<file path="config.mk">
export PLATFORM = sky130hd
export DESIGN_NAME = bus_drive_sequencer
export DESIGN_NICKNAME = d
export VERILOG_FILES = /design/src/rtl/bus_pkg.sv /design/src/rtl/src_decode_5_to_32.sv /design/src/rtl/bus_drive_sequencer.sv
export SDC_FILE = /design/constraint.sdc
export NUM_CORES = 1
export LEC_CHECK = 0
export CAP_MARGIN = 25
export CORE_ASPECT_RATIO = 0.75
export CORE_MARGIN = 5
export CORE_UTILIZATION = 40
export CTS_CLUSTER_SIZE = 16
export DETAILED_ROUTE_END_ITERATION = 10
export HOLD_SLACK_MARGIN = 0.06
export PLACE_DENSITY_LB_ADDON = 0.2
export SYNTH_ARGS = -nofsm -noshare
export SYNTH_HDL_FRONTEND = slang
export SYNTH_SLANG_ARGS = --single-unit
</file>
<file path="constraint.sdc">
create_clock -name clock -period 2.8 [get_ports clock]
set_input_delay 0.28 -clock clock [delete_from_list [all_inputs] [get_ports clock]]
set_output_delay 0.28 -clock clock [all_outputs]
set_load 0.1 [all_outputs]
</file>
<file path="src/rtl/bus_pkg.sv">
// Shared bus source codes and sequencer state encoding for the datapath bus.
package bus_pkg;

    localparam logic [4:0] SRC_R0     = 5'd0;
    localparam logic [4:0] SRC_R1     = 5'd1;
    localparam logic [4:0] SRC_R2     = 5'd2;
    localparam logic [4:0] SRC_R3     = 5'd3;
    localparam logic [4:0] SRC_R4     = 5'd4;
    localparam logic [4:0] SRC_R5     = 5'd5;
    localparam logic [4:0] SRC_R6     = 5'd6;
    localparam logic [4:0] SRC_R7     = 5'd7;
    localparam logic [4:0] SRC_R8     = 5'd8;
    localparam logic [4:0] SRC_R9     = 5'd9;
    localparam logic [4:0] SRC_R10    = 5'd10;
    localparam logic [4:0] SRC_R11    = 5'd11;
    localparam logic [4:0] SRC_R12    = 5'd12;
    localparam logic [4:0] SRC_R13    = 5'd13;
    localparam logic [4:0] SRC_R14    = 5'd14;
    localparam logic [4:0] SRC_R15    = 5'd15;
    localparam logic [4:0] SRC_HI     = 5'd16;
    localparam logic [4:0] SRC_LO     = 5'd17;
    localparam logic [4:0] SRC_ZHIGH  = 5'd18;
    localparam logic [4:0] SRC_ZLOW   = 5'd19;
    localparam logic [4:0] SRC_PC     = 5'd20;
    localparam logic [4:0] SRC_MDR    = 5'd21;
    localparam logic [4:0] SRC_INPORT = 5'd22;
    localparam logic [4:0] SRC_C      = 5'd23;
    localparam logic [4:0] SRC_NONE   = 5'd31;

    typedef enum logic [1:0] {IDLE, DRIVE, TURN} state_t;

endpackage

</file>
<file path="src/rtl/src_decode_5_to_32.sv">
// 5-to-32 one-hot source decoder; codes at or above NUM_SRC decode to all zeros.
module src_decode_5_to_32 #(
    parameter int NUM_SRC = 24
) (
    input  logic [4:0]  code,
    output logic [31:0] onehot
);

    localparam logic [5:0] NSRC = 6'(NUM_SRC);

    always_comb begin
        onehot = '0;
        if ({1'b0, code} < NSRC)
            onehot[code] = 1'b1;
    end

endmodule

</file>
<file path="src/rtl/bus_drive_sequencer.sv">
// Sequenced one-hot bus-source driver with a forced dead cycle between different sources.
module bus_drive_sequencer
    import bus_pkg::*;
#(
    parameter int NUM_SRC = 24,
    parameter int HOLD_W  = 4
) (
    input  logic              clock,
    input  logic              clear,
    input  logic              req_valid,
    output logic              req_ready,
    input  logic [4:0]        req_code,
    input  logic [HOLD_W-1:0] req_hold,
    output logic [31:0]       out_en,
    output logic [4:0]        bus_code,
    output logic              busy,
    output logic              err
);

    localparam logic [5:0] NSRC = 6'(NUM_SRC);

    state_t            state, state_nxt;
    logic [HOLD_W-1:0] cnt, cnt_nxt;
    logic [4:0]        pend_code, pend_code_nxt;
    logic [HOLD_W-1:0] pend_hold, pend_hold_nxt;
    logic [4:0]        bus_code_nxt;
    logic [31:0]       out_en_nxt;
    logic              err_nxt;
    logic              accept, legal, reserved;

    // Remaining-cycle count loaded for a hold: 0 and 1 both mean a single cycle.
    function automatic logic [HOLD_W-1:0] hold_m1(input logic [HOLD_W-1:0] h);
        return (h == '0) ? '0 : h - 1'b1;
    endfunction

    // The registered out_en is always the decode of the next bus code, so
    // it cannot disagree with bus_code and is zero whenever bus_code is NONE.
    src_decode_5_to_32 #(.NUM_SRC(NUM_SRC)) u_dec (
        .code   (bus_code_nxt),
        .onehot (out_en_nxt)
    );

    always_comb begin
        req_ready     = (state == IDLE) || (state == DRIVE && cnt == '0);
        accept        = req_valid && req_ready;
        legal         = ({1'b0, req_code} < NSRC);
        reserved      = !legal && (req_code != SRC_NONE);
        state_nxt     = state;
        cnt_nxt       = cnt;
        pend_code_nxt = pend_code;
        pend_hold_nxt = pend_hold;
        bus_code_nxt  = bus_code;
        err_nxt       = 1'b0;
        case (state)
            IDLE: begin
                bus_code_nxt = SRC_NONE;
                if (accept && legal) begin
                    state_nxt    = DRIVE;
                    bus_code_nxt = req_code;
                    cnt_nxt      = hold_m1(req_hold);
                end else begin
                    err_nxt = accept && reserved;
                end
            end
            DRIVE: begin
                if (cnt != '0) begin
                    cnt_nxt = cnt - 1'b1;
                end else if (accept && legal && req_code == bus_code) begin
                    cnt_nxt = hold_m1(req_hold);
                end else if (accept && legal) begin
                    state_nxt     = TURN;
                    bus_code_nxt  = SRC_NONE;
                    pend_code_nxt = req_code;
                    pend_hold_nxt = req_hold;
                end else begin
                    state_nxt    = IDLE;
                    bus_code_nxt = SRC_NONE;
                    cnt_nxt      = '0;
                    err_nxt      = accept && reserved;
                end
            end
            TURN: begin
                state_nxt     = DRIVE;
                bus_code_nxt  = pend_code;
                cnt_nxt       = hold_m1(pend_hold);
                pend_code_nxt = SRC_NONE;
                pend_hold_nxt = '0;
            end
            default: begin
                state_nxt    = IDLE;
                bus_code_nxt = SRC_NONE;
                cnt_nxt      = '0;
            end
        endcase
    end

    always_ff @(posedge clock or negedge clear) begin
        if (!clear) begin
            state     <= IDLE;
            cnt       <= '0;
            pend_code <= SRC_NONE;
            pend_hold <= '0;
            bus_code  <= SRC_NONE;
            out_en    <= '0;
            busy      <= 1'b0;
            err       <= 1'b0;
        end else begin
            state     <= state_nxt;
            cnt       <= cnt_nxt;
            pend_code <= pend_code_nxt;
            pend_hold <= pend_hold_nxt;
            bus_code  <= bus_code_nxt;
            out_en    <= out_en_nxt;
            busy      <= (state_nxt != IDLE);
            err       <= err_nxt;
        end
    end

endmodule

</file>
### Word level (Yosys, flattened, before mapping)

Index checks and enable logic that the tools add are counted.

| word-level totals | value |
|---|---|
| register bits after elaboration | 54 |
| latch bits | 0 |
| bits in writable memories | 0 |
| bits in read-only memories | 0 |
| bits of input ports | 12 |
| output and inout port bits | 40 |
| memories | 0 |

| operators by class | value |
|---|---|
| $add $sub $neg | 3 |
| $mul | 0 |
| divide/modulo/power cells | 0 |
| magnitude comparators | 4 |
| equal/unequal tests | 9 |
| shift-type cells | 0 |
| mux-type cells | 31 |
| bitwise gates (word level) | 0 |
| reduce and logical (&&, ||, !) cells | 18 |

Operators with widths:

| kind | number |
|---|---|
| $mux W4 | 9 |
| $mux W32 | 1 |
| $mux W5 | 6 |
| $pmux W5 S3 | 1 |
| $logic_not A4 Y1 | 3 |
| $pmux W4 S3 | 1 |
| $sub A4 B1 Y4 const B | 3 |
| $lt A5 B5 Y1 const B | 2 |
| $pmux W5 S2 | 1 |
| $mux W2 | 4 |
| $pmux W4 S2 | 1 |
| $logic_and A1 B1 Y1 | 7 |
| $lt A5 B6 Y1 const B | 1 |
| $pmux W2 S3 | 1 |
| $demux W1 S5 | 1 |
| $eq A5 B5 Y1 | 1 |
| $ge A5 B1 Y1 const B | 1 |
| $ne A5 B5 Y1 const B | 1 |
| $mux W1 | 4 |
| $ne A2 B1 Y1 const B | 2 |
| $ne A2 B2 Y1 const B | 2 |
| $ne A4 B2 Y1 const B | 1 |
| $reduce_and A4 Y1 | 1 |
| $reduce_bool A2 Y1 | 2 |
| 8 further kinds | 8 |

### Logic depth before layout (Yosys ltp)

| depth | value |
|---|---|
| depth after elaboration | 14 |
| gate-level depth with buffers | 9 |

### Modules after synthesis

Synthesis repeated with hierarchy kept, for this count alone.

| second synthesis, totals | value |
|---|---|
| cells, all modules | 232 |
| area, all modules | 2,444.8 µm² |

Modules (own cells, without submodules):

| module | times used | cells each | area each (µm²) |
|---|---|---|---|
| bus_drive_sequencer | 1 | 188 | 2,217.1 |
| src_decode_5_to_32 | 1 | 44 | 227.7 |

### Worst setup path after synthesis

Ideal clock, no wire load.

| timing path | value |
|---|---|
| path kind | reg2out |
| start | reg cnt[0] |
| end | out req_ready |
| data arrival time | 2.262 ns |
| data required time | 2.520 ns |
| slack | 0.258 ns |
| cell stages (with the launch flop) | 6 |
| buffers on the path | 0 |
| cell sequence | dfrtp_1 > inv_1 > ha_1 > nor3b_2 > nor2_1 > nor2_1 |

| on the way | value |
|---|---|
| word-level cells in the longest chain between the ends | 3 |

Ends and longest elaborated chain:

| what | RTL line | source |
|---|---|---|
| from (decl) | bus_drive_sequencer.sv:23 | `logic [HOLD_W-1:0] cnt, cnt_nxt;` |
| from (signal assigned) | bus_drive_sequencer.sv:109 | `cnt <= cnt_nxt;` |
| $logic_not A4 Y1 | bus_drive_sequencer.sv:44 | `req_ready = (state == IDLE) \|\| (state == DRIVE && cnt == '0);` |
| $logic_and A1 B1 Y1 | bus_drive_sequencer.sv:44 |  |
| $logic_or A1 B1 Y1 | bus_drive_sequencer.sv:44 |  |
| to (decl) | bus_drive_sequencer.sv:11 | `output logic req_ready,` |

No other way between the ends.

### Worst setup path in the final report

| timing path | value |
|---|---|
| start | reg state[0] |
| end | out req_ready |

| on the way | value |
|---|---|
| word-level cells in the longest chain between the ends | 3 |
| elaborated cells between the ends (all ways) | 4 |
| classes of those cells | 1 x eq/ne; 3 x reduce/logical |

Ends and longest elaborated chain:

| what | RTL line | source |
|---|---|---|
| from (decl) | bus_drive_sequencer.sv:22 | `state_t state, state_nxt;` |
| from (signal assigned) | bus_drive_sequencer.sv:108 | `state <= state_nxt;` |
| $eq A2 B1 Y1 | bus_drive_sequencer.sv:44 |  |
| $logic_and A1 B1 Y1 | bus_drive_sequencer.sv:44 |  |
| $logic_or A1 B1 Y1 * | bus_drive_sequencer.sv:44 |  |

Every way passes the cells marked *; elsewhere a longest branch is shown, timed or not.

==> impl_metrics.env <==
export IMPL_post_dp_cell_area_um2=3210
export IMPL_leakage_nw=1.48
export IMPL_design_area_um2=3320
export IMPL_dp_worst_setup_slack_ps=306
export IMPL_arrival_ps=2070
export IMPL_r2r_start="cnt[0]"
export IMPL_powerDensity_nw_per_um2=1060
export IMPL_fmax_ghz=0.426
export IMPL_firstDrtPassIters=4
export IMPL_cts_htree_levels=2
export IMPL_required_ps=2520
export IMPL_rsz0062_at_grt="false"
export IMPL_die_h_um=81.1
export IMPL_synth_area_leaders="dfrtp_1 41%, dfstp_2 9.7%, nor2_1 4.6%"
export IMPL_hold_viol_final=0
export IMPL_finalPower_mw=3.50
export IMPL_n_antenna_cell=0
export IMPL_stdcell_count=403
export IMPL_postRouteWirelength_um=6440
export IMPL_gp_congestion=0.874
export IMPL_drv_cap=0
export IMPL_synthCells=258
export IMPL_start_util_pct=42.0
export IMPL_slew_violations=0
export IMPL_dp_hpwl_um=4890
export IMPL_grt_total_usage_pct=15.7
export IMPL_tns_ps=0
export IMPL_yosysTopAreaCell="dfrtp_1"
export IMPL_post_drt_wl_per_cell_um=16.0
export IMPL_fin_nets=338
export IMPL_period_share_pct=83.8
export IMPL_drtIter0Drc=170
export IMPL_cts_resized=0
export IMPL_run_status="finished, final reports clean"
export IMPL_cts_buffer_depth=2
export IMPL_holdWs_ps=493
export IMPL_cp_max_fo=22
export IMPL_r2r_end="pend_code[4]"
export IMPL_fp_coreArea_um2=6410
export IMPL_synthDistinctLibCells=61
export IMPL_netlist_area_um2=2700
export IMPL_layout_commonest_cell="buf_4"
export IMPL_vias=2104
export IMPL_post_route_cells_drive_above_1_share_pct=27.0
export IMPL_hold_class="input port to asynchronous set/reset pin"
export IMPL_end_kind="primary output"
export IMPL_synth_top_flop_cell="dfrtp_1"
export IMPL_slew_headroom_pct=51.5
export IMPL_grt_pass1_vias=2053
export IMPL_yosys_warnings=0
export IMPL_setup_viol=0
export IMPL_finish_utilization_pct=51.8
export IMPL_syn_area_per_cell_um2=10.5
export IMPL_tightest_slew_ps=728
export IMPL_grt_pass1_wl_um=10600
export IMPL_grt_max_degree=30
export IMPL_synth_seq_cells=54
export IMPL_clockRootBuffer="clkbuf_8"
export IMPL_drc=0
export IMPL_io_buffer_count=51
export IMPL_cts_sinks=54
export IMPL_clkSlewWorstSetupHoldPaths_ps=100
export IMPL_ir_worst_vdd_uv=488
export IMPL_critPathLaunchType="flop"
export IMPL_std_cell_rows=25
export IMPL_n_fill_cell=579
export IMPL_synthArstFlopShare_pct=100
export IMPL_antenna_found_initial=0
export IMPL_drtAntennaViolNets=0
export IMPL_yosysTopAreaCellShare_pct=40.8
export IMPL_yosysSeqAreaShare_pct=50.6
export IMPL_cts_tree="done"
export IMPL_period_minus_slack_ps=2350
export IMPL_r2r_setup_slack_ps=560
export IMPL_grt_remaining_overflow=0
export IMPL_finalClockSkew_ps=10.6
export IMPL_cts_setup_buffers=0
export IMPL_dieWidth_um=105
export IMPL_synth_edff_count=0
export IMPL_worst_r2r_path_depth=8
export IMPL_placed_cells=394
export IMPL_criticalPathCategory="flop to primary output"
export IMPL_cts_buffers=5
export IMPL_dieArea_um2=8500
export IMPL_layout_common_cells="47 x buf_4, 44 x dfrtp_1, 33 x nor2_1"
export IMPL_ioPinCount=52
export IMPL_clk_latency_ps=320
export IMPL_area_growth_pct=23.2
export IMPL_setup_slack_ps=455
export IMPL_viasPerCell=5.22
-- registers in the layout (all words and copies together), names as in the netlist --
| signal | cells |
|---|---|
| state | 2 |
| out_en | 32 |
| busy | 1 |
| cnt | 4 |
| pend_code | 5 |
| pend_hold | 4 |
| err | 1 |
| bus_code | 5 |
-- report_power, final --
group | total (mW) | switching, mW | internal, mW
clock | 0.460 | 0.274 | 0.186
combinational | 1.84 | 1.30 | 0.541
sequential | 1.20 | 0.207 | 0.995
total | 3.50 | 1.78 | 1.72
-- metal layers --
metal	global-route usage, %	share of wire (%)	vias to the layer above
li1	-	-	1029
met3	4.37	6.4	5
met5	0	0	-
met2	20.7	42	76
met1	24.8	51	994
met4	3.70	0.79	0
-- what timing repair did --
| action | 4_1_cts | 5_1_grt |
|---|---|---|
| hold buffers | 1 | 0 |
| endpoints found under the hold margin | 23 | 0 |
| endpoints found under the setup margin | 0 | 0 |
-- area by class of cell --
cell class / count / area (um2) / area share, %
timing repair buffer: 59 / 468 / 14.1
multi-input combinational: 188 / 1240 / 37.3
inverter: 13 / 51.3 / 1.54
clock inverter: 3 / 28.8 / 0.867
tap: 81 / 101 / 3.05
clock buffer: 5 / 68.8 / 2.07
sequential: 54 / 1360 / 41.1
-- worst max-delay path by stage --
| stage | start | end | slack (ps) | cells after the start |
|---|---|---|---|---|
| global placement | req_valid | out_en[2] | 410 | 7 |
| CTS | state[0] | req_ready | 470 | 4 |
| global route | state[0] | req_ready | 330 | 4 |
| detailed placement | req_code[3] | out_en[19] | 310 | 6 |
| finish | state[0] | req_ready | 450 | 4 |
| floorplan | cnt[0] | req_ready | 260 | 5 |
-- synthesized netlist by cell type (2+ instances only) --
cell type and number:
a211oi_1 4, a21o_1 2, a21oi_1 8, a31oi_1 3, buf_2 4, buf_6 3, clkbuf_1 2, dfrtp_1 44
dfstp_2 10, ha_1 5, inv_1 12, mux2i_1 5, nand2_1 19, nand2b_1 6, nand3_1 4, nand4_1 3
nand4b_1 2, nor2_1 33, nor3_1 14, nor3_2 4, o211a_1 2, o211ai_1 3, o21a_1 2, o21ai_0 14
o22a_1 3, o22ai_1 5, o31a_1 3, o31ai_1 3, xor2_1 3, xor2_2 2
-- cell families after synthesis --
group           Yosys count  share of synthesized area (%)
simple gates            101                           20.4
compound gates           61                           16.8
flops                    54                           50.6
buf+inv                  23                           4.45
mux                       7                           2.83
xor+xnor                  6                           2.51
fa+ha+maj                 5                           2.32
other cells               1                          0.139
-- worst max-delay path, cell delays in order, from the launching register on --
cell	delay, ps
dfrtp_1	800
inv_1	300
nor2_1	290
nor2_1	90
buf_4	260
(Power assumes the default switching activity.)
